**config.mk**
```make
export PLATFORM = sky130hd
export DESIGN_NAME = vga_timing_gen
export DESIGN_NICKNAME = d
export VERILOG_FILES = /design/src/rtl/vga_timing_gen.sv
export SDC_FILE = /design/constraint.sdc
export NUM_CORES = 1
export LEC_CHECK = 0
export CORE_MARGIN = 2
export CORE_UTILIZATION = 50
export CTS_CLUSTER_SIZE = 28
export DETAILED_ROUTE_END_ITERATION = 6
export GPL_ROUTABILITY_DRIVEN = 0
export GPL_TIMING_DRIVEN = 1
export PLACE_DENSITY = 0.75
export RECOVER_POWER = 50
export SYNTH_ARGS = -nofsm -noshare
export SYNTH_HDL_FRONTEND = slang
export SYNTH_SLANG_ARGS = --single-unit
```
**constraint.sdc**
```tcl
create_clock -name clk -period 2.3 [get_ports clk]
set_clock_uncertainty 0.1 [all_clocks]
set_input_delay 0.23 -clock clk [delete_from_list [all_inputs] [get_ports clk]]
set_output_delay 0.23 -clock clk [all_outputs]
set_load 0.01 [all_outputs]
```
**src/rtl/vga_timing_gen.sv**
```systemverilog
// VGA raster timing generator with a built-in test-pattern source. Every output
// is registered and reflects the counter state of the previous pix_en cycle.
module vga_timing_gen #(
   parameter int H_ACTIVE = 800,
   parameter int H_FP     = 40,
   parameter int H_SYNC   = 128,
   parameter int H_BP     = 88,
   parameter int V_ACTIVE = 600,
   parameter int V_FP     = 1,
   parameter int V_SYNC   = 4,
   parameter int V_BP     = 23,
   parameter bit H_POL    = 1'b1,
   parameter bit V_POL    = 1'b1,
   parameter int CNT_W    = 12,
   parameter int RGB_W    = 3,
   parameter int CHK_LOG2 = 5
) (
   input  logic             clk,
   input  logic             reset,
   input  logic             pix_en,
   input  logic [1:0]       pattern_sel,
   input  logic [RGB_W-1:0] solid_rgb,
   output logic             h_sync,
   output logic             v_sync,
   output logic             de,
   output logic [CNT_W-1:0] x,
   output logic [CNT_W-1:0] y,
   output logic             line_start,
   output logic             frame_start,
   output logic [RGB_W-1:0] rgb
);

   localparam int H_TOTAL = H_ACTIVE + H_FP + H_SYNC + H_BP;
   localparam int V_TOTAL = V_ACTIVE + V_FP + V_SYNC + V_BP;
   localparam int C_W     = RGB_W / 3;
   localparam int BAR_W   = H_ACTIVE / 8;

   // One extra bit so region ends equal to the total never wrap to zero.
   localparam int XW = CNT_W + 1;
   localparam logic [XW-1:0] H_LAST   = XW'(H_TOTAL - 1);
   localparam logic [XW-1:0] V_LAST   = XW'(V_TOTAL - 1);
   localparam logic [XW-1:0] H_ACT_C  = XW'(H_ACTIVE);
   localparam logic [XW-1:0] V_ACT_C  = XW'(V_ACTIVE);
   localparam logic [XW-1:0] H_EDGE   = XW'(H_ACTIVE - 1);
   localparam logic [XW-1:0] V_EDGE   = XW'(V_ACTIVE - 1);
   localparam logic [XW-1:0] HS_BEG   = XW'(H_ACTIVE + H_FP);
   localparam logic [XW-1:0] HS_END   = XW'(H_ACTIVE + H_FP + H_SYNC);
   localparam logic [XW-1:0] VS_BEG   = XW'(V_ACTIVE + V_FP);
   localparam logic [XW-1:0] VS_END   = XW'(V_ACTIVE + V_FP + V_SYNC);
   localparam logic [XW-1:0] BAR_LAST = XW'(BAR_W - 1);

   if (RGB_W == 0 || (RGB_W % 3) != 0) begin : g_bad_rgb_w
      $error("vga_timing_gen: RGB_W must be a non-zero multiple of 3");
   end
   if ((H_TOTAL - 1) >= (2 ** CNT_W) || (V_TOTAL - 1) >= (2 ** CNT_W)) begin : g_bad_cnt_w
      $error("vga_timing_gen: CNT_W too narrow for H_TOTAL-1 / V_TOTAL-1");
   end
   if (H_ACTIVE < 8 || CHK_LOG2 >= CNT_W) begin : g_bad_geom
      $error("vga_timing_gen: H_ACTIVE must be >= 8 and CHK_LOG2 < CNT_W");
   end

   typedef enum logic [1:0] {
      PAT_SOLID   = 2'd0,
      PAT_BARS    = 2'd1,
      PAT_CHECKER = 2'd2,
      PAT_BORDER  = 2'd3
   } pattern_e;

   logic [CNT_W-1:0] h_cnt, v_cnt, h_nxt, v_nxt;
   logic [CNT_W-1:0] bar_pix, bar_pix_nxt;
   logic [2:0]       bar_idx, bar_idx_nxt;
   pattern_e         mode_q, mode_eff;
   logic [XW-1:0]    h_ext, v_ext;
   logic             h_last, v_last, frame_pos, active, hs_on, vs_on, on_edge;
   logic [RGB_W-1:0] pix_rgb;

   // Counter advance and the bar tracker that follows h_cnt.
   // NOTE: every signal assigned here gets a default first, so no latch can be inferred.
   always_comb begin
      h_ext       = {1'b0, h_cnt};
      v_ext       = {1'b0, v_cnt};
      h_last      = (h_ext == H_LAST);
      v_last      = (v_ext == V_LAST);
      h_nxt       = h_last ? '0 : h_cnt + 1'b1;
      v_nxt       = v_cnt;
      bar_pix_nxt = bar_pix + 1'b1;
      bar_idx_nxt = bar_idx;
      if (h_last) begin
         v_nxt       = v_last ? '0 : v_cnt + 1'b1;
         bar_pix_nxt = '0;
         bar_idx_nxt = '0;
      end else if ({1'b0, bar_pix} == BAR_LAST) begin
         bar_pix_nxt = '0;
         bar_idx_nxt = (bar_idx == 3'd7) ? 3'd7 : bar_idx + 3'd1;
      end
   end

   // Decode of the current counter state into region flags and pixel colour.
   always_comb begin
      frame_pos = (h_cnt == '0) && (v_cnt == '0);
      mode_eff  = frame_pos ? pattern_e'(pattern_sel) : mode_q;
      active    = (h_ext < H_ACT_C) && (v_ext < V_ACT_C);
      hs_on     = (h_ext >= HS_BEG) && (h_ext < HS_END);
      vs_on     = (v_ext >= VS_BEG) && (v_ext < VS_END);
      on_edge   = (h_cnt == '0) || (h_ext == H_EDGE) || (v_cnt == '0) || (v_ext == V_EDGE);
      pix_rgb   = '0;
      case (mode_eff)
         PAT_SOLID:   pix_rgb = solid_rgb;
         PAT_BARS:    pix_rgb = {{C_W{bar_idx[2]}}, {C_W{bar_idx[1]}}, {C_W{bar_idx[0]}}};
         PAT_CHECKER: pix_rgb = {RGB_W{h_cnt[CHK_LOG2] ^ v_cnt[CHK_LOG2]}};
         PAT_BORDER:  pix_rgb = on_edge ? {RGB_W{1'b1}} : solid_rgb;
         default:     pix_rgb = '0;
      endcase
   end

   // NOTE: sequential state uses non-blocking assignments so all registers update together.
   always_ff @(posedge clk) begin
      if (!reset) begin
         h_cnt       <= '0;
         v_cnt       <= '0;
         bar_pix     <= '0;
         bar_idx     <= '0;
         mode_q      <= PAT_SOLID;
         h_sync      <= ~H_POL;
         v_sync      <= ~V_POL;
         de          <= 1'b0;
         x           <= '0;
         y           <= '0;
         line_start  <= 1'b0;
         frame_start <= 1'b0;
         rgb         <= '0;
      end else if (pix_en) begin
         h_cnt       <= h_nxt;
         v_cnt       <= v_nxt;
         bar_pix     <= bar_pix_nxt;
         bar_idx     <= bar_idx_nxt;
         mode_q      <= mode_eff;
         h_sync      <= hs_on ? H_POL : ~H_POL;
         v_sync      <= vs_on ? V_POL : ~V_POL;
         de          <= active;
         x           <= active ? h_cnt : '0;
         y           <= active ? v_cnt : '0;
         line_start  <= (h_cnt == '0);
         frame_start <= frame_pos;
         rgb         <= active ? pix_rgb : '0;
      end
   end

endmodule

```
==> results.cfg <==
[clock_network]
cts_tree = yes
htree_levels = 3
clk_pin_slew_ps = 80
cts_buffer_depth = 2
cts.sinks = 73
cts_inserted_buffers = 9
cts_hold_buf = 0
cts_root_buf = clkbuf_8
clock_latency_ps = 350

[die]
fp.dieArea_um2 = 7400
rows = 29
die_y_um = 86.0
pin_count = 40
dieWidth_um = 86.0
start_util_pct = 52.4
core_um2 = 6420

[placed_design]
dp_hpwl_um = 5390
dp_cells = 496
placed_cell_area_um2 = 3960
portBuffers = 39

[synth]
postSynthAreaPerCell_um2 = 9.07
yosysSeqAreaShare_pct = 43.4
synth_cell_types = 54
synthSimpleGateAreaFrac_pct = 24.2
synth_most_common_cell = dfxtp_1
synth.top_cell.area_share_pct = 43.4
muxShareOfSynthArea_pct = 2.79
synthAdderAreaFrac_pct = 2.97
ys.flop_type = dfxtp_1
netlist_instances = 371
synth-edff-count = 0
synth_area_leaders = dfxtp_1 (43%), nor2_1 (4.8%), xor2_1 (4.4%)
syn_area_um2 = 3370
synth_nets = 387
synthXorXnorAreaFrac_pct = 8.59
ys_warn_count = 0
synth_top_family_by_area = simple AND/OR/NAND/NOR gates
ys_ff_latch = 73
async_flop_share_pct = 0
synth_top_cell_by_area = dfxtp_1
synth-compound-area-share_pct = 13.0
ys_top_cells_by_count = dfxtp_1 (73), nor2_1 (43), nand2_1 (34), o21ai_0 (19), xor2_1 (17)

[critical_path]
worstPathRequired_ps = 2460
cpMaxStageDelayCell = or4b_4
crit_path_max_fanout = 10
cp_cell_sequence = or4b_4 > or4_4 > nor4_1 > xnor2_1 > nor2_1
cp-end-kind = flip-flop
cpPeakStageDelay_ps = 560
arrival_ps = 2380
critical_path_class = reg2reg
startpoint_type = flip-flop

[timing]
slew_headroom_pct = 43.5
timing.fmax_mhz = 449
slew_violations = 0
tightest_slew_ps = 847
timing.setup.tns_ps = 0
setup_viol = 0
fin_crit_sh_pct = 96.9
layout_min_cycle_time_ps = 2230
hold_viol_final = 0

[finish]
fin_util_pct = 64.7
final_net_count = 447
final_cells = 513
multiInputGateArea_um2 = 1740
drive_gt1_share_pct = 12.8
diodes = 0
regArea_um2 = 1460
syn_to_final_growth_pct = 23.5
n_fill_cell = 541
postLayoutCellArea_um2 = 4160

[drt]
wl_per_cell_um = 14.5
drt-initial-drc-count = 112
via_per_inst = 5.45
vias = 2795
ant_nets = 0
drc = 0
drt_wl_total_um = 7440
dr.pass1.iters = 4

[global_route]
grt_max_degree = 21
grt_use_total_pct = 21.4
grt_first_pass_wirelength_um = 12500
antenna_found_initial = 0
first_global_vias = 2625
grt_overflow_total = 0

[pwr]
leakage_uw = 0.00167
vdd_ir_drop_max_v = 0.000345
p_per_area_nw_per_um2 = 602

[outcome]
status = completed

[min_path]
worstHoldPathType = reg2reg

[run]
cap_violations = 0
-- logic make-up after synthesis --
| logic type | Yosys count |
|---|---|
| DFF | 73 |
| buffers and inverters | 28 |
| AOI/OAI and AO/OA | 63 |
| muxes | 9 |
| xor gates and xnor gates | 33 |
| adders and majority gates | 8 |
| and+or+nand+nor | 157 |
-- power breakdown --
part	leakage (uW)	switching (uW)	internal [uW]
registers	0.000590	17.1	1290
clock network	0.0000929	503	505
logic	0.000986	100	91.7
-- cells in the final DEF (no fill, tap or decap), drive strengths merged, types with 3 or more instances in the layout --
cell type / count
clkinv: 3
nand2: 34
clkdlybuf4s50: 6
nor4: 7
buf: 27
ha: 8
xnor2: 16
inv: 8
nand3: 11
dfxtp: 73
a22o: 14
and3: 13
mux2i: 6
or3: 4
o211ai: 3
xor2: 17
o21ai: 20
nor3: 13
dlygate4sd3: 33
a21oi: 10
nand4: 6
a21boi: 4
and2: 5
nor2b: 7
o221ai: 3
mux2: 3
clkbuf: 13
nor2: 44
-- worst max-delay path, delay by kind of cell (launching register included) --
kind | cells | cell delay, ps
simple gates | 4 | 1510
flops | 1 | 360
xor+xnor | 1 | 160
-- what timing repair did --
| action | in CTS | in global routing |
|---|---|---|
| gates resized for setup | 0 | 2 |
| setup buffers | 0 | 1 |
| setup endpoints to repair | 0 | 6 |
-- flip-flops by register name, indices dropped and copies added (netlist names) --
register     flops
v_cnt           12
v_sync           1
de               1
mode_q           2
bar_idx          3
frame_start      1
h_sync           1
h_cnt           12
line_start       1
rgb              3
y               12
bar_pix         12
x               12
-- stage by stage --
stage          setup slack (ps)  power, uW  hold slack, ps
6_report                   71.9       2500             338
5_1_grt                  -0.277       2600             377
3_5_place_dp               35.6       1530             332
2_1_floorplan               123       1440             296
4_1_cts                    82.4       2540             345
3_3_place_gp               76.9       1530             336
-- layout make-up --
class / instances / area share, %
clock buffer: 10 / 3.07
clock inverter: 6 / 1.63
inverter: 8 / 0.722
multi-input combinational: 270 / 41.9
sequential: 73 / 35.1
tap: 77 / 2.32
timing repair buffer: 69 / 15.2
-- per-layer routing --
layer	global-route usage, %	share of wire [%]
met1	27.5	46
met2	35.0	48
met3	4.33	4.1
met4	8.66	1.5
met5	0	0
-- worst paths after layout --
path,startpoint,endpoint,slack [ps],cells past startpoint
worst max-delay path,h_cnt[11],v_cnt[11],70,5
worst min-delay path,de,de,340,2
worst max register to register,h_cnt[11],v_cnt[11],70,5
worst min register to register,de,de,340,2
(Power assumes the default switching activity.)
